<file path="config.mk">
export PLATFORM = sky130hd
export DESIGN_NAME = dmux_hs_tx
export DESIGN_NICKNAME = d
export VERILOG_FILES = /design/src/rtl/dmux_hs_tx.sv
export SDC_FILE = /design/constraint.sdc
export NUM_CORES = 1
export LEC_CHECK = 0
export CORE_AREA = 3 3 70 72
export DETAILED_ROUTE_END_ITERATION = 10
export DIE_AREA = 0 0 73 75
export MAX_ROUTING_LAYER = met4
export PLACE_DENSITY_LB_ADDON = 0.08
export SETUP_SLACK_MARGIN = 0.1
export SLEW_MARGIN = 20
export SYNTH_ARGS = -nofsm -noshare
export SYNTH_HDL_FRONTEND = slang
export SYNTH_SLANG_ARGS = --single-unit
</file>
<file path="constraint.sdc">
create_clock -name gated_clka -period 4.95 [get_ports gated_clka]
set_input_delay 0.495 -clock gated_clka [delete_from_list [all_inputs] [get_ports gated_clka]]
set_output_delay 0.495 -clock gated_clka [all_outputs]
set_load 0.005 [all_outputs]
</file>
<file path="src/rtl/dmux_hs_tx.sv">
// dmux_hs_tx
//   Source-side transmitter of the DMUX clock-domain-crossing path. A word taken
//   under src_vld/src_rdy is launched as a toggle on req_a, with data_a held stable
//   until the clk_b receiver returns a matching toggle on ack_b. That toggle is
//   double-synchronised here before the next word is accepted. If no acknowledge
//   arrives within TIMEOUT cycles, a sticky error is raised.
//
// Ports
//   gated_clka   in   1      source clock (clock-gated clk_a)
//   rst_n_b      in   1      reset, asynchronous, active-high
//   src_vld      in   1      upstream word valid
//   src_rdy      out  1      block can accept a word (combinational from state)
//   src_data     in   WIDTH  upstream word
//   ack_b        in   1      toggle acknowledge from clk_b (asynchronous here)
//   req_a        out  1      toggle request to clk_b (flop output)
//   data_a       out  WIDTH  launched word, stable while busy
//   busy         out  1      transfer outstanding
//   xfer_done    out  1      one-cycle pulse when the current word is acknowledged
//   timeout_err  out  1      sticky lost-acknowledge flag
//   err_clr      in   1      clears timeout_err, and leaves ERR for IDLE
module dmux_hs_tx #(
   parameter int WIDTH       = 32,
   parameter int SYNC_STAGES = 2,
   parameter int TIMEOUT     = 255,
   parameter int CNT_W       = 8
) (
   input  logic             gated_clka,
   input  logic             rst_n_b,
   input  logic             src_vld,
   output logic             src_rdy,
   input  logic [WIDTH-1:0] src_data,
   input  logic             ack_b,
   output logic             req_a,
   output logic [WIDTH-1:0] data_a,
   output logic             busy,
   output logic             xfer_done,
   output logic             timeout_err,
   input  logic             err_clr
);

   typedef enum logic [1:0] {IDLE, WAIT_ACK, ERR} state_t;

   localparam bit              TO_EN    = (TIMEOUT != 0);
   localparam logic [CNT_W-1:0] CNT_LAST = TO_EN ? CNT_W'(TIMEOUT - 1) : '0;
   localparam logic [CNT_W-1:0] CNT_MAX  = '1;

   state_t                 state;
   logic [SYNC_STAGES-1:0] ack_sync;
   logic                   ack_s;
   logic                   ack_d;
   logic                   ack_edge;
   logic [CNT_W-1:0]       cnt;

   assign src_rdy  = (state == IDLE);
   assign ack_s    = ack_sync[SYNC_STAGES-1];
   // Any change of the synchronised ack level counts as one acknowledge.
   assign ack_edge = ack_s ^ ack_d;

   always_ff @(posedge gated_clka or posedge rst_n_b) begin
      if (rst_n_b) begin
         ack_sync <= '0;
         ack_d    <= 1'b0;
      end else begin
         ack_sync <= {ack_sync[SYNC_STAGES-2:0], ack_b};
         ack_d    <= ack_s;
      end
   end

   always_ff @(posedge gated_clka or posedge rst_n_b) begin
      if (rst_n_b) begin
         state       <= IDLE;
         req_a       <= 1'b0;
         data_a      <= '0;
         busy        <= 1'b0;
         xfer_done   <= 1'b0;
         timeout_err <= 1'b0;
         cnt         <= '0;
      end else begin
         xfer_done <= 1'b0;
         if (err_clr) timeout_err <= 1'b0;
         case (state)
            // An ack_edge seen here is stale and is dropped.
            IDLE: begin
               if (src_vld) begin
                  data_a <= src_data;
                  req_a  <= ~req_a;
                  cnt    <= '0;
                  busy   <= 1'b1;
                  state  <= WAIT_ACK;
               end
            end
            // An ack beats a timeout that falls in the same cycle.
            WAIT_ACK: begin
               if (ack_edge) begin
                  xfer_done <= 1'b1;
                  busy      <= 1'b0;
                  state     <= IDLE;
               end else if (TO_EN && cnt == CNT_LAST) begin
                  timeout_err <= 1'b1;
                  state       <= ERR;
               end else if (cnt != CNT_MAX) begin
                  cnt <= cnt + 1'b1;
               end
            end
            // req_a is left as is, so the next launch toggles it normally.
            ERR: begin
               if (err_clr) begin
                  busy  <= 1'b0;
                  state <= IDLE;
               end
            end
            default: begin
               busy  <= 1'b0;
               state <= IDLE;
            end
         endcase
      end
   end

endmodule

</file>
Yosys cells after proc, flatten, opt, wreduce, memory -nomap -nowiden
Cells that the tools add are included.
Word-level totals
  register bits after elaboration: 49
  latch bits: 0
  memory bits (writable): 0
  memory bits (read-only): 0
  bits of input ports: 37
  output and inout port bits: 37
  memories: 0
Operators by class
  add/subtract/negate cells: 1
  $mul: 0
  div/mod/pow operators: 0
  order comparisons: 0
  equal/unequal tests: 11
  shifts and indexed selects: 0
  mux-type cells: 20
  bitwise gates (word level): 2
  reduce and logical (&&, ||, !) cells: 6
Operator list (count)
  8-bit 2-to-1 mux: 4
  8-bit one-hot mux with 2 select lines: 1
  2-bit inequality test, second input constant: 6
  1-bit 2-to-1 mux: 9
  8-bit by 1-bit adder with 8-bit output, second input constant: 1
  8-bit == test, second input constant: 1
  2-bit 2-to-1 mux: 4
  8-bit inequality test, second input constant: 1
  2-bit one-hot mux with 3 select lines: 1
  3-bit AND reduction: 2
  5-bit AND reduction: 1
  3-bit inequality test, second input constant: 1
  1-bit one-hot mux with 3 select lines: 1
  2-bit by 1-bit == test with 1-bit output, second input constant: 1
  2-bit == test, second input constant: 1
  2-bit logical NOT: 1
  2-bit AND reduction: 1
  2-bit nonzero test: 1
  1-bit inverter: 1
  1-bit bitwise XOR: 1

Longest topological paths before layout
Gate-level depths: netlist (run 1).
  depth after elaboration: 5
  mapped depth: 6

Worst setup path before layout (run 1)
No wires, ideal clock.
  path kind: reg2reg
  start: reg cnt[0]
  end: reg cnt[1]
  setup time: 125 ps
  data arrival time: 1454 ps
  required time: 4825 ps
  path slack: 3371 ps
  stages on the path, launching flop included: 6
  period minus slack after synthesis: 1579 ps
  cells stage by stage: dfrtp_1 > ha_1 > o21ai_0 > nor3_2 > a22o_4 > mux2_4
Between the ends
  cells in the longest elaborated chain, start to end: 5
  elaborated cells between the ends (all ways): 10
Ends and longest elaborated chain
  from (decl): RTL line 52  | logic [CNT_W-1:0] cnt;
  from (signal assigned): RTL line 102  | cnt <= cnt + 1'b1;
  8-bit by 1-bit adder with 8-bit output: RTL line 102
  8-bit 2-to-1 mux: RTL line 101  | end else if (cnt != CNT_MAX) begin
  8-bit 2-to-1 mux: RTL line 98  | end else if (TO_EN && cnt == CNT_LAST) begin
  8-bit 2-to-1 mux: RTL line 94  | if (ack_edge) begin
  8-bit one-hot mux with 2 select lines: RTL line 81  | case (state)
Several ways; a longest one is shown, not always the timed one. The select of a mux whose other input is x is not followed.
A chain may end at the register's enable or synchronous reset.

Final worst setup path (run 1)
  start: reg state[1]
  end: out src_rdy
Between the ends
  cells in the longest elaborated chain, start to end: 1
Ends and longest elaborated chain
  from (decl): RTL line 47  | state_t state;
  from (signal assigned): RTL line 71  | state <= IDLE;
  from (signal assigned): RTL line 89  | state <= WAIT_ACK;
  from (signal assigned): RTL line 97  | state <= IDLE;
  2-bit logical NOT: RTL line 54  | assign src_rdy = (state == IDLE);
  to (decl): RTL line 30  | output logic src_rdy,
No other way between the ends.

==> metrics, run 1 <==
clock sink count 49; fraction of synthesized cell area taken by the top area cell type 60.46%; largest buffer count on any clock path 2; most instantiated library cell after synthesis sky130_fd_sc_hd__nand2_1; Yosys warning total 0; share of cells above drive strength 1 5.575%; wirelength, routed 4.394 mm; number of flops mapped to enable cells by yosys 0; routed via count 1,662; top cells by area, synth sky130_fd_sc_hd__dfrtp_1 (60%), sky130_fd_sc_hd__nand2_1 (19%), sky130_fd_sc_hd__o21ai_0 (2.0%), sky130_fd_sc_hd__o22a_1 (1.7%), sky130_fd_sc_hd__ha_1 (1.2%); worst reg2reg setup slack 3.00 ns; flops & latches, synth 49; starting density of the core 46.58%; largest voltage drop on the vdd net 0.2650 mV; most area-hungry cell type in the Yosys netlist sky130_fd_sc_hd__dfrtp_1; Layout Nets 325; clock tree from TritonCTS built; die height 75 um; DP HPWL 3.023 mm; post-synth design cell area 0.002028 mm2; I/O pin total 74; transition time at the pin with the least slew margin 0.8171 ns; # Post-CTS Setup Buffers 0; highest clock frequency the design can meet 504.5 MHz; placeable core region 0.004354 mm2; synthesized area divided by synthesized cell count 9.478 um2; Final Non-Filler Cells 339; total clock buffers created by CTS 5; first-pass GRT wire length 7.113 mm; antenna cells 0; shortest period the worst path allows 1.982 ns; Mapped Cells 214; maximum number of pins on one net before global-route repair 50; weighted congestion reported at the end of routability-driven placement 0.7761; Clk Tree Root Cell sky130_fd_sc_hd__clkbuf_8; kind of end point of the critical path primary output; antenna violations before repair 0; type of element launching the critical path flop; count of routing violations after the opening detailed-route iteration 83; total overflow reported by the global router 0; total power draw 1.202 mW; Buffers on Ports 73; Max transition margin 45.46%; first-pass iteration count of the detailed router 5; Total Routing Usage GR 17.04%; number of design rule violations left after detail routing 0; unrepaired setup endpoints after global routing no; Power per Cell Area 414.3 mW/mm2; total of cells resized after clock tree synthesis 0; number of antenna-violating nets in the routed design 0; max-cap violations 0; via count of the first global-routing pass 1,602; kind of critical path flop to primary output; vias per cell 4.903; Die Area 0.005475 mm2; fin area 0.002902 mm2; most frequent cells after synthesis sky130_fd_sc_hd__nand2_1 (103), sky130_fd_sc_hd__dfrtp_1 (49), sky130_fd_sc_hd__o21ai_0 (8), sky130_fd_sc_hd__nand3_1 (5), sky130_fd_sc_hd__nor2_1 (5); cts hold-fix bufs 0; status finished, final reports clean; clock tree skew after final layout 0.007669 ns; count of different cell masters after synthesis 32; Net Count, Synth 253; Routed WL per cell 12.96 um; standard-cell row count 24; Final Max Tran Viols 0; area growth from synthesis to final layout 43.06%; clock slew at reported path FFs 0.09 ns; ys async rst share 100.0%; Leakage 1.388 nW; TNS Setup 0 ns; final setup vio count 0; worst-skew pair later-pin latency 0.30 ns; width of the chip 73 um; worst min path class flop to flop; portion of the clock cycle consumed by the worst path in the final layout 40.04%; Critical Path Fanout Max 5; hold violation count in the final report 0; arrival time at the worst endpoint 1.49 ns; number of cells in the design after placement 331; cell area after placement 0.002783 mm2; worst path required time 4.45 ns; prevailing post-synth register cell sky130_fd_sc_hd__dfrtp_1; sequential area share after synthesis 60.46%; H-tree depth 2
[layout make-up]
cell class / instances / area, um2
flip-flops and latches: 49 / 1226
repair buffers: 73 / 730.7
inverters: 4 / 16.27
fillers: 369 / 1453
multi-input cells: 153 / 747.0
clock buffers: 7 / 86.33
clock inverters: 1 / 30.03
well taps: 52 / 65.06
[layer usage]
| metal | up-vias | wire length [um] | global-route usage (%) |
|---|---|---|---|
| li1 | 826 | - | - |
| met4 | 0 | 63 | 5.533 |
| met2 | 66 | 2142 | 26.81 |
| met5 | - | 0 | - |
| met1 | 764 | 1856 | 20.97 |
| met3 | 6 | 332 | 5.340 |
[cell usage in the layout, fill, tap and decap left out, types with 2 or more instances in the layout]
cell type | netlist | routed
sky130_fd_sc_hd__nand2_1 | 103 | 103
sky130_fd_sc_hd__o21ai_0 | 8 | 8
sky130_fd_sc_hd__nand2b_1 | 2 | 2
sky130_fd_sc_hd__nor3_1 | 2 | 2
sky130_fd_sc_hd__clkbuf_8 | 0 | 6
sky130_fd_sc_hd__inv_1 | 4 | 3
sky130_fd_sc_hd__a21o_1 | 3 | 3
sky130_fd_sc_hd__o22a_1 | 4 | 4
sky130_fd_sc_hd__nand3_1 | 5 | 5
sky130_fd_sc_hd__dfrtp_1 | 49 | 49
sky130_fd_sc_hd__nor2_1 | 5 | 5
sky130_fd_sc_hd__ha_1 | 2 | 2
sky130_fd_sc_hd__clkdlybuf4s50_1 | 0 | 73
sky130_fd_sc_hd__nor4_1 | 2 | 2
[sequential cells by signal, indices dropped and copies added, names as in the netlist]
| name | cells |
|---|---|
| ack_d | 1 |
| ack_sync | 2 |
| busy | 1 |
| cnt | 8 |
| data_a | 32 |
| req_a | 1 |
| state | 2 |
| timeout_err | 1 |
| xfer_done | 1 |
[critical path: stages, from the launching register on]
cell and delay, ns:
sky130_fd_sc_hd__dfrtp_1 0.44, sky130_fd_sc_hd__nor2_1 0.21, sky130_fd_sc_hd__clkdlybuf4s50_1 0.54
[worst paths after layout]
kind	startpoint	end	cells past startpoint
max	state[1]	src_rdy	2
min in group asynchronous	rst_n_b	data_a[15]	2
min reg2reg	ack_sync[0]	ack_sync[1]	0
min	ack_sync[0]	ack_sync[1]	0
max in group asynchronous	rst_n_b	data_a[21]	2
max reg2reg	state[1]	cnt[1]	4
[cell families (layout without fill, tap and decap cells)]
logic type      Yosys count  after routing  synth area share [%]
mux                       1              1                0.7401
simple gates            128            128                 26.34
compound gates           20             20                 7.218
buf+inv                  12             85                 2.775
flops                    49             49                 60.46
xor+xnor                  2              2                 1.234
fa+ha+maj                 2              2                 1.234
[metrics by stage]
step,util (%),hold slack (ns),setup slack (ns)
final,66.64,0.3551,2.968
after global routing,66.64,0.3775,2.887
after CTS,66.58,0.3609,2.978
after detailed placement,63.91,0.3410,2.656
after global placement,63.91,0.3330,2.683
after floorplan,-,0.3312,3.282
[power breakdown]
| group | switching (mW) | internal, mW | total [mW] | leakage [nW] |
|---|---|---|---|---|
| sequential | 0.0584 | 0.489 | 0.548 | 0.614 |
| clock | 0.127 | 0.165 | 0.291 | 0.0585 |
| combinational | 0.147 | 0.216 | 0.363 | 0.715 |
No activity file was read; power rests on OpenSTA's default activity.
==> inputs of run 2 (changes only) <==
Settings changed: CORE_AREA 3 3 70 72 to 3 3 72 74, DIE_AREA 0 0 73 75 to 0 0 75 77.
Clock period 4.95 ns to 1.9 ns, I/O delays scaled along.
==> run 2 against run 1 <==
Effect of this change:
- sequential share of layout area decreased by 0.36 points
- first-iteration DRC count increased by 25%
- via count decreased by 0.54%
- utilization decreased by 3.8 points
- die area increased by 5.5%
- combinational power increased to 2.6 times the previous value
- largest power group unchanged
==> metrics, run 2 (same netlist as run 1, synthesis figures left out) <==
share of cells above drive strength 1 6.826%; origin of the critical flop-to-flop path cnt[0]; arrival time at the worst endpoint 1.91 ns; Final Max Tran Viols 0; Critical Path Fanout Max 8; Die Area 0.005775 mm2; clock tree from TritonCTS built; DP HPWL 3.035 mm; kind of end point of the critical path flop; max-cap violations 0; type of element launching the critical path flop; Leakage 1.402 nW; unrepaired setup endpoints after global routing no; worst path required time 2.08 ns; weighted congestion reported at the end of routability-driven placement 0.9171; final setup vio count 0; count of routing violations after the opening detailed-route iteration 104; Layout Nets 331; number of flip-flops under the largest register name 32; wirelength, routed 4.391 mm; vias per cell 4.764; via count of the first global-routing pass 1,646; total clock buffers created by CTS 5; I/O pin total 74; clock sink count 49; total overflow reported by the global router 0; Routed WL per cell 12.65 um; first-pass GRT wire length 7.521 mm; largest voltage drop on the vdd net 0.5122 mV; shortest period the worst path allows 1.727 ns; worst min path class input pin to asynchronous set/reset pin; kind of critical path flop to flop; leading registers by flop count data_a: 32 flops, cnt: 8 flops; die height 77 um; R2R Path End cnt[1]; width of the chip 75 um; hold violation count in the final report 0; largest register by flop count data_a; transition time at the pin with the least slew margin 0.3834 ns; antenna cells 0; Clk Tree Root Cell sky130_fd_sc_hd__clkbuf_8; worst-skew pair later-pin latency 0.29 ns; launching element of the worst setup path cnt[0]; Worst Reg-to-Reg Cells 5; TNS Setup 0 ns; first-pass iteration count of the detailed router 4; most frequent cells in the layout sky130_fd_sc_hd__nand2_1 (103), sky130_fd_sc_hd__clkdlybuf4s50_1 (73), sky130_fd_sc_hd__dfrtp_1 (49); Buffers on Ports 73; highest clock frequency the design can meet 579.0 MHz; worst reg2reg setup slack 0.17 ns; Total Routing Usage GR 17.03%; starting density of the core 43.52%; clock tree skew after final layout 0.002658 ns; largest buffer count on any clock path 2; portion of the clock cycle consumed by the worst path in the final layout 90.89%; status finished, final reports clean; number of fill cells in the layout 388; commonest non-fill, non-tap cell in the layout sky130_fd_sc_hd__nand2_1; area growth from synthesis to final layout 44.29%; Power per Cell Area 1016 mW/mm2; maximum number of pins on one net before global-route repair 35; number of antenna-violating nets in the routed design 0; routed via count 1,653; fin area 0.002927 mm2; H-tree depth 2; placeable core region 0.004661 mm2; number of design rule violations left after detail routing 0; standard-cell row count 25; Max transition margin 74.40%; cell area after placement 0.002828 mm2; clock slew at reported path FFs 0.09 ns; antenna violations before repair 0
==> run 2: layer usage <==
metal  up-vias  routed length, um  global-route usage, %
li1        838                  -                      -
met1       757               2034                  22.06
met3         5                292                  4.194
met4         0                 51                  5.338
met5         -                  0                      -
met2        53               2013                  26.13
==> run 2: worst max path at each step <==
| stage | to | depth (start not counted) |
|---|---|---|
| 2_1_floorplan | cnt[1] | 5 |
| 3_3_place_gp | cnt[1] | 5 |
| 3_5_place_dp | cnt[1] | 5 |
| 4_1_cts | cnt[1] | 5 |
| 5_1_grt | cnt[1] | 5 |
| 6_report | cnt[1] | 5 |
==> run 2: area by class of cell <==
type	count	area, um2	share of cell area (%)
tap	54	67.56	2.309
multi-input combinational	153	745.7	25.48
timing repair buffer	79	788.3	26.93
sequential	49	1226	41.90
inverter	4	15.01	0.5130
clock buffer	7	76.32	2.608
clock inverter	1	7.507	0.2565
==> run 2: worst max-delay path, cell delays in order, from the launching register on <==
cell	delay, ns
sky130_fd_sc_hd__dfrtp_1	0.43
sky130_fd_sc_hd__ha_1	0.23
sky130_fd_sc_hd__o21ai_0	0.12
sky130_fd_sc_hd__nor3_2	0.32
sky130_fd_sc_hd__a22o_4	0.22
sky130_fd_sc_hd__mux2_4	0.30
==> run 2: power breakdown <==
| part | total, mW | leakage, nW | switching (mW) | internal (mW) |
|---|---|---|---|---|
| registers | 1.43 | 0.614 | 0.152 | 1.28 |
| clock network | 0.589 | 0.0385 | 0.328 | 0.261 |
| logic | 0.956 | 0.749 | 0.378 | 0.578 |
==> run 2: repair_timing <==
| item | CTS | global route |
|---|---|---|
| resized for setup | 0 | 0 |
| buffers inserted | 0 | 2 |
| endpoints found under the setup margin | 0 | 1 |
| hold buffers | 0 | 0 |
==> run 2: metrics by stage <==
stage	setup slack (ns)	std cells	power, mW	hold WS, ns	util [%]
2_1_floorplan	0.3212	214	1.826	0.2214	-
3_3_place_gp	0.2296	337	2.402	0.3421	60.67
3_5_place_dp	0.2161	337	2.414	0.3347	60.67
4_1_cts	0.1966	345	3.016	0.1995	62.47
5_1_grt	0.08219	347	3.182	0.2047	62.79
6_report	0.1730	347	2.972	0.1852	62.79
==> inputs of run 3 (changes only) <==
Settings changed: RECOVER_POWER set to 100.
==> run 3 against run 2 <==
Effect of this change:
- worst hold slack better by 0.17 ns
- via count is 0.12% higher
- die area stayed put
- maximum frequency is 0.95% lower
- clock skew is 0.0011 ns higher
- flip-flop and latch count stayed put
- setup slack worse by 0.017 ns
- highest routed layer unchanged
==> metrics, run 3 (same netlist as run 1, synthesis figures left out) <==
worst-skew pair later-pin latency 0.29 ns; # Post-CTS Setup Buffers 0; largest register by flop count data_a; area growth from synthesis to final layout 43.25%; Worst Reg-to-Reg Cells 5; switching power of the nets 0.8412 mW; standard-cell row count 25; count of routing violations after the opening detailed-route iteration 119; Buf/Inv on CP 0; Leakage 1.432 nW; final core utilization 62.34%; number of antenna-violating nets in the routed design 0; combinational group share of total power 30.0%; antenna violations before repair 0; number of design rule violations left after detail routing 0; I/O pin total 74; clock sink count 49; via count of the first global-routing pass 1,646; starting density of the core 43.52%; Final Max Tran Viols 0; unrepaired setup endpoints after global routing no; TNS Setup 0 ns; Max transition margin 52.01%; largest buffer count on any clock path 2; total of cells resized after clock tree synthesis 0; final worst slack 0.1564 ns; slowest cell on the critical path sky130_fd_sc_hd__dfrtp_1; shortest period the worst path allows 1.744 ns; maximum number of pins on one net before global-route repair 35; clock tree skew after final layout 0.003765 ns; clock slew at reported path FFs 0.09 ns; DP HPWL 3.035 mm; worst hold slack across all endpoints 0.3539 ns; Sw Share 29.37%; transition time at the pin with the least slew margin 0.7199 ns; portion of the clock cycle consumed by the worst path in the final layout 91.77%; antenna cells 0; type of element launching the critical path flop; share of cells above drive strength 1 5.461%; worst min path class flop to flop; final setup vio count 0; clock network fraction of design power 20.5%; Buffers on Ports 73; series of cell instances along the critical path ha_1 > o21ai_0 > nor3_2 > a22o_4 > mux2_1; largest voltage drop on the vdd net 0.4984 mV; status finished, final reports clean; Critical Path Fanout Max 8; highest clock frequency the design can meet 573.5 MHz; arrival time at the worst endpoint 1.92 ns; Layout Nets 331; first-pass GRT wire length 7.521 mm; Clk Tree Root Cell sky130_fd_sc_hd__clkbuf_8; total clock buffers created by CTS 5; width of the chip 75 um; clock tree from TritonCTS built; fraction of power consumed by sequential logic 49.4%; max-cap violations 0; Die Area 0.005775 mm2; Total Routing Usage GR 17.03%; Routed WL per cell 12.63 um; worst path required time 2.08 ns; commonest non-fill, non-tap cell in the layout sky130_fd_sc_hd__nand2_1; kind of critical path flop to flop; vias per cell 4.769; Power per Cell Area 985.7 mW/mm2; number of flip-flops under the largest register name 32; most frequent cells in the layout sky130_fd_sc_hd__nand2_1 (104), sky130_fd_sc_hd__dfrtp_1 (49), sky130_fd_sc_hd__dlygate4sd3_1 (39); hold violation count in the final report 0; die height 77 um; first-pass iteration count of the detailed router 4; number of fill cells in the layout 393; kind of end point of the critical path flop; post-place setup slack 0.2161 ns; weighted congestion reported at the end of routability-driven placement 0.9171; cts hold-fix bufs 0; cell-internal power 2.023 mW; wirelength, routed 4.384 mm; routed via count 1,655; Worst Hold Path Cells 0; longest individual stage delay on the worst path 0.43 ns; total stage count of the critical path 5; placeable core region 0.004661 mm2; Crit path max-delay family flip-flops; total overflow reported by the global router 0; H-tree depth 2; leading registers by flop count data_a: 32 flops, cnt: 8 flops
-- run 3: cell count changes in the layout (fill, tap and decap cells not counted), sizes merged --
cell and change:
clkbuf +2, buf -2, dlygate4sd3 +39, clkdlybuf4s50 -39
-- run 3: area by class of cell --
type                            instances  area [um2]  share of cell area (%)
Clock buffer                            7       76.32                   2.627
Tap cell                               54       67.56                   2.326
Timing Repair Buffer                   79       785.8                   27.05
Sequential cell                        49        1226                   42.21
Multi-Input combinational cell        153       726.9                   25.02
Clock inverter                          1       7.507                  0.2584
Inverter                                4       15.01                  0.5168
-- run 3: worst paths after layout --
check	start	to	slack (ns)
max reg2reg	cnt[0]	cnt[1]	0.16
min in group asynchronous	rst_n_b	data_a[9]	0.43
min	ack_sync[0]	ack_sync[1]	0.35
min reg2reg	ack_sync[0]	ack_sync[1]	0.35
max	cnt[0]	cnt[1]	0.16
max in group asynchronous	rst_n_b	busy	0.86
-- run 3: power by group through the flow --
stage          logic (mW)  clock network, mW  registers (mW)
5_1_grt             0.965              0.658            1.45
2_1_floorplan       0.375                  0            1.45
3_5_place_dp        0.973                  0            1.44
6_report            0.860              0.588            1.42
4_1_cts             0.977              0.612            1.43
3_3_place_gp        0.963                  0            1.44
-- run 3: metrics by stage --
| stage | total power [mW] | cell area, um2 | cells |
|---|---|---|---|
| after floorplan | 1.826 | 2028 | 214 |
| after global placement | 2.402 | 2828 | 337 |
| after detailed placement | 2.414 | 2828 | 337 |
| after CTS | 3.016 | 2912 | 345 |
| after global routing | 3.077 | 2905 | 347 |
| final | 2.864 | 2905 | 347 |
-- run 3: routing by layer --
layer,GRT usage (%),vias up,part of all wire (%)
li1,-,842,-
met1,22.06,756,47
met2,26.13,52,46
met3,4.194,5,6.3
met4,5.338,0,1.2
met5,-,-,0
-- run 3: worst register-to-register path, cell delays in order (launching register included) --
cell and delay, ns:
sky130_fd_sc_hd__dfrtp_1 0.43, sky130_fd_sc_hd__ha_1 0.23, sky130_fd_sc_hd__o21ai_0 0.12, sky130_fd_sc_hd__nor3_2 0.31, sky130_fd_sc_hd__a22o_4 0.22, sky130_fd_sc_hd__mux2_1 0.33
==> RTL edit 1, RTL diff (config.mk and constraints of run 2) <==
Set the parameter `WIDTH` to 24 (it was 32).
--- a/src/rtl/dmux_hs_tx.sv
+++ b/src/rtl/dmux_hs_tx.sv
@@ -19,7 +19,7 @@
 //   timeout_err  out  1      sticky lost-acknowledge flag
 //   err_clr      in   1      clears timeout_err, and leaves ERR for IDLE
 module dmux_hs_tx #(
-   parameter int WIDTH       = 32,
+   parameter int WIDTH       = 24,
    parameter int SYNC_STAGES = 2,
    parameter int TIMEOUT     = 255,
    parameter int CNT_W       = 8
Interface: changed (resized data_a and src_data); port bits go from 74 to 58. No check against the original RTL was run, so the function may have changed too.
==> RTL edit 1 against run 2 <==
Via count is 22% lower. Setup slack better by 0.037 ns. Design area is 13% lower. Power is 2.7% higher. Worst hold slack better by 0.072 ns. Sequential cell count is 8 lower. Wire length is 16% lower. Synthesized area is 15% lower. Global-route usage is 2.8 points lower. Sequential power is 8% lower. Sequential share of layout area is 1.5 points lower. Critical path type unchanged. Largest cell class unchanged.
==> RTL edit 1: results (changes against run 2) <==
largest cells by area after synthesis=dfrtp_1, mux2_2, a21oi_1, a31oi_1, nor2_1 (was dfrtp_1, nand2_1, o21ai_0, o22a_1, ha_1); multi-input gates=80 (was 153); Post-Synth Adder-Cell Area=1.45% (was 1.23%); storage element area=1030 sq um (was 1230 sq um); CP Max Fanout=5 (was 8); Synth Area in Compound Gates=10.4% (was 7.22%); Filler cells=403 (was 388); dpl cell area=2400 sq um (was 2830 sq um); status=complete, no violations (unchanged); syn nets=162 (was 253); initial drt markers=90 (was 104); multi-input logic portion of the cell area=25.9% (was 25.5%); first-pass GRT wire length=6.13 mm (was 7.52 mm); Final clock-cell share=5.26% (was 2.86%); Post-Route Utilization=54.6% (was 62.8%); IO buf count=57 (was 73); vias per cell=5.09 (was 4.76); largest net degree at the start of global routing=30 (was 35); max reg flops=24 (was 32); Post-Synth XOR/XNOR Area=1.01% (was 1.23%); Leak=0.00106 uW (was 0.00140 uW); Largest regs=data_a (24), cnt (8) (was data_a (32), cnt (8)); Worst EP arrival=1.86 ns (was 1.91 ns); GR Util All Layers=14.2% (was 17.0%); HPWL Detailed=2.76 mm (was 3.04 mm); skew final=0.00741 ns (was 0.00266 ns); Max IR drop VDD=0.000615 V (was 0.000512 V); distinct cell type count after synthesis=34 (was 32); Place WS=0.193 ns (was 0.216 ns); mux contribution to synthesized area=16.5% (was 0.740%); vias in the first global route=1324 (was 1646); CTS Sinks=41 (was 49); Signal inverters=6 (was 4)
-- RTL edit 1: cell types whose count changed in the layout (fill, tap and decap cells not counted), sizes merged, moves of 5 or more --
cell | before | now
clkdlybuf4s50 | 73 | 57
nand2 | 105 | 5
mux2 | 1 | 25
a31oi | 0 | 5
a21oi | 0 | 7
dfrtp | 49 | 41
-- RTL edit 1: per-stage QoR --
step                total power [uW]  instances
detailed placement              2240        244
floorplan                       1710        131
global placement                2200        244
finish                          3050        253
global route                    3240        253
CTS                             3080        252
-- RTL edit 1: worst register-to-register path: cells and delay by family, from the launching register on --
| family | cells | cell delay [ns] |
|---|---|---|
| compound gates | 2 | 0.38 |
| fa+ha+maj | 1 | 0.21 |
| buf+inv | 1 | 0.06 |
| flops | 1 | 0.43 |
| mux | 1 | 0.31 |
| simple gates | 1 | 0.18 |
-- RTL edit 1: per-layer routing --
metal	part of all wire [%]	routed length (um)	GRT usage, %
met5	0	0	-
met4	2.0	75	5.52
met3	6.5	240	4.33
met2	49	1800	22.3
met1	43	1570	16.9
-- RTL edit 1: where the power goes --
part / total, uW / switching (uW) / internal, uW
clock network: 821 / 299 / 522
registers: 1310 / 200 / 1110
logic: 917 / 310 / 607
-- RTL edit 1: worst paths after layout --
check | to | slack, ns | cells past startpoint
min | data_a[12]$_DFFE_PP0P_ | 0.26 | 2
min in group gated_clka | ack_sync[0]$_DFF_PP0_ | 0.33 | 1
max | cnt[1]$_DFFE_PP0P_ | 0.21 | 6
min reg2reg | ack_sync[1]$_DFF_PP0_ | 0.36 | 0
max in group asynchronous | data_a[21]$_DFFE_PP0P_ | 1.09 | 3
max reg2reg | cnt[1]$_DFFE_PP0P_ | 0.21 | 6
-- RTL edit 1: repair_timing --
item,4_1_cts,5_1_grt
endpoints found under the setup margin,0,6
gates resized for setup,0,4
buffers inserted,0,1
==> RTL edit 2, RTL diff (flow settings as in run 2) <==
Without the edit above. Make the reset (`rst_n_b`) synchronous in 2 clocked blocks. Comments in the files are not updated.
--- a/src/rtl/dmux_hs_tx.sv
+++ b/src/rtl/dmux_hs_tx.sv
@@ -56,7 +56,7 @@
    // Any change of the synchronised ack level counts as one acknowledge.
    assign ack_edge = ack_s ^ ack_d;
 
-   always_ff @(posedge gated_clka or posedge rst_n_b) begin
+   always_ff @(posedge gated_clka) begin
       if (rst_n_b) begin
          ack_sync <= '0;
          ack_d    <= 1'b0;
@@ -66,7 +66,7 @@
       end
    end
 
-   always_ff @(posedge gated_clka or posedge rst_n_b) begin
+   always_ff @(posedge gated_clka) begin
       if (rst_n_b) begin
          state       <= IDLE;
          req_a       <= 1'b0;
Check against the original RTL: differs if rst_n_b is asserted again (counterexample within 4 cycles, from zero or initial values and one cycle with rst_n_b high); with rst_n_b held inactive, the same outputs for 10 cycles.
==> RTL edit 2 against run 2 <==
Worst hold slack improved by 0.25 ns. Design area fell by 3.2%. Synthesized area decreased by 6.2%. Synthesized cell count grew 7.5%. Highest routed layer unchanged. Via count increased by 6.6%. Critical path depth down 3. Wire length is 0.52% lower. Fmax up 7.1%. Clock skew up 0.0050 ns. Setup slack improved by 0.11 ns. Critical endpoint is now src_rdy. Sequential cell count stayed put.
Power is not compared: it rests on default switching activity, and its combinational part moved more than twofold at a synthesized area within 25%.
==> RTL edit 2: results (changes against run 2) <==
dpl cell area=2720 sq um (was 2830 sq um); Synth Instances=230 (was 214); initial drt markers=71 (was 104); Worst setup endpoint=src_rdy (was cnt[1]$_DFFE_PP0P_); final worst setup slack=0.288 ns (was 0.173 ns); Final Wtd Congestion=0.786 (was 0.917); reg2reg start=cnt[1]$_SDFFE_PP0P_ (was cnt[0]$_DFFE_PP0P_); GR Util met2=25.3% (was 26.1%); met1 Use GR=19.8% (was 22.1%); HPWL Detailed=3.14 mm (was 3.04 mm); worst slew pin tran=0.438 ns (was 0.383 ns); Critical Path Source=state[1]$_SDFFE_PP0P_ (was cnt[0]$_DFFE_PP0P_); distinct cell type count after synthesis=30 (was 32); largest cells by area after synthesis=dfxtp_1, nand2_1, a21oi_1, nor2b_1, o21ai_0 (was dfrtp_1, nand2_1, o21ai_0, o22a_1, ha_1); first-pass GRT wire length=7.21 mm (was 7.52 mm); syn nets=269 (was 253); Layout Cells excl Fill=362 (was 347); R2R Setup Slk=0.33 ns (was 0.17 ns); Worst EP arrival=1.42 ns (was 1.91 ns); setup bufs post-CTS=0 (unchanged); Async S/R FF share, synth=0% (was 100%); Hold Path Class=primary input to register (was primary input to asynchronous set/reset pin); Synth Warn #=0 (unchanged); ys flop type=dfxtp_1 (was dfrtp_1); CP peak stage delay=0.53 ns (was 0.43 ns); layout cells sized above 1=7.14% (was 6.83%); Reg-to-Reg End=cnt[2]$_SDFFE_PP0P_ (was cnt[1]$_DFFE_PP0P_); synth cell count leaders=nand2_1, dfxtp_1, a21oi_1 (was nand2_1, dfrtp_1, o21ai_0); Place WS=0.322 ns (was 0.216 ns); final net count=346 (was 331); Detailed Routing Iterations Pass 1=4 (unchanged); skew final=0.00768 ns (was 0.00266 ns); sequential area share after synthesis=51.5% (was 60.5%); CP delay by family, top=buffers and inverters (was flip-flops); metal3 WL=279 um (was 292 um); metal2 WL=2.04 mm (was 2.01 mm); met3 usage=4.85% (was 4.19%); status=complete, no violations (unchanged); GR Util All Layers=16.1% (was 17.0%); WHS=0.432 ns (was 0.185 ns); CP max stage cell=clkdlybuf4s50_1 (was dfrtp_1); routed wire length=4.37 mm (was 4.39 mm); vias in the first global route=1608 (was 1646); via count=1762 (was 1653)
-- RTL edit 2: cells by family (layout without fill, tap and decap cells) --
| kind of cell | count (synthesis) | count (layout) | synth area share [%] |
|---|---|---|---|
| simple gates | 102 | 102 | 24.8 |
| compound gates | 58 | 58 | 17.4 |
| flops | 49 | 49 | 51.5 |
| buf+inv | 16 | 94 | 3.55 |
| fa+ha+maj | 2 | 2 | 1.31 |
| xor+xnor | 2 | 2 | 0.921 |
| mux | 1 | 1 | 0.526 |
-- RTL edit 2: final cells by class --
cell class	instances	area, sq um
clock inverters	1	30.0
flip-flops and latches	49	981
clock buffers	7	86.3
multi-input cells	165	855
fillers	416	1830
well taps	54	67.6
inverters	4	15.0
repair buffers	82	798
-- RTL edit 2: power by group through the flow --
stage                     logic, uW  registers (uW)  clock network, uW
after floorplan                 138            1140                  0
after global placement          358            1130                  0
after CTS                       361            1110                784
after global routing            393            1120                823
final                           356            1110                753
after detailed placement        359            1140                  0
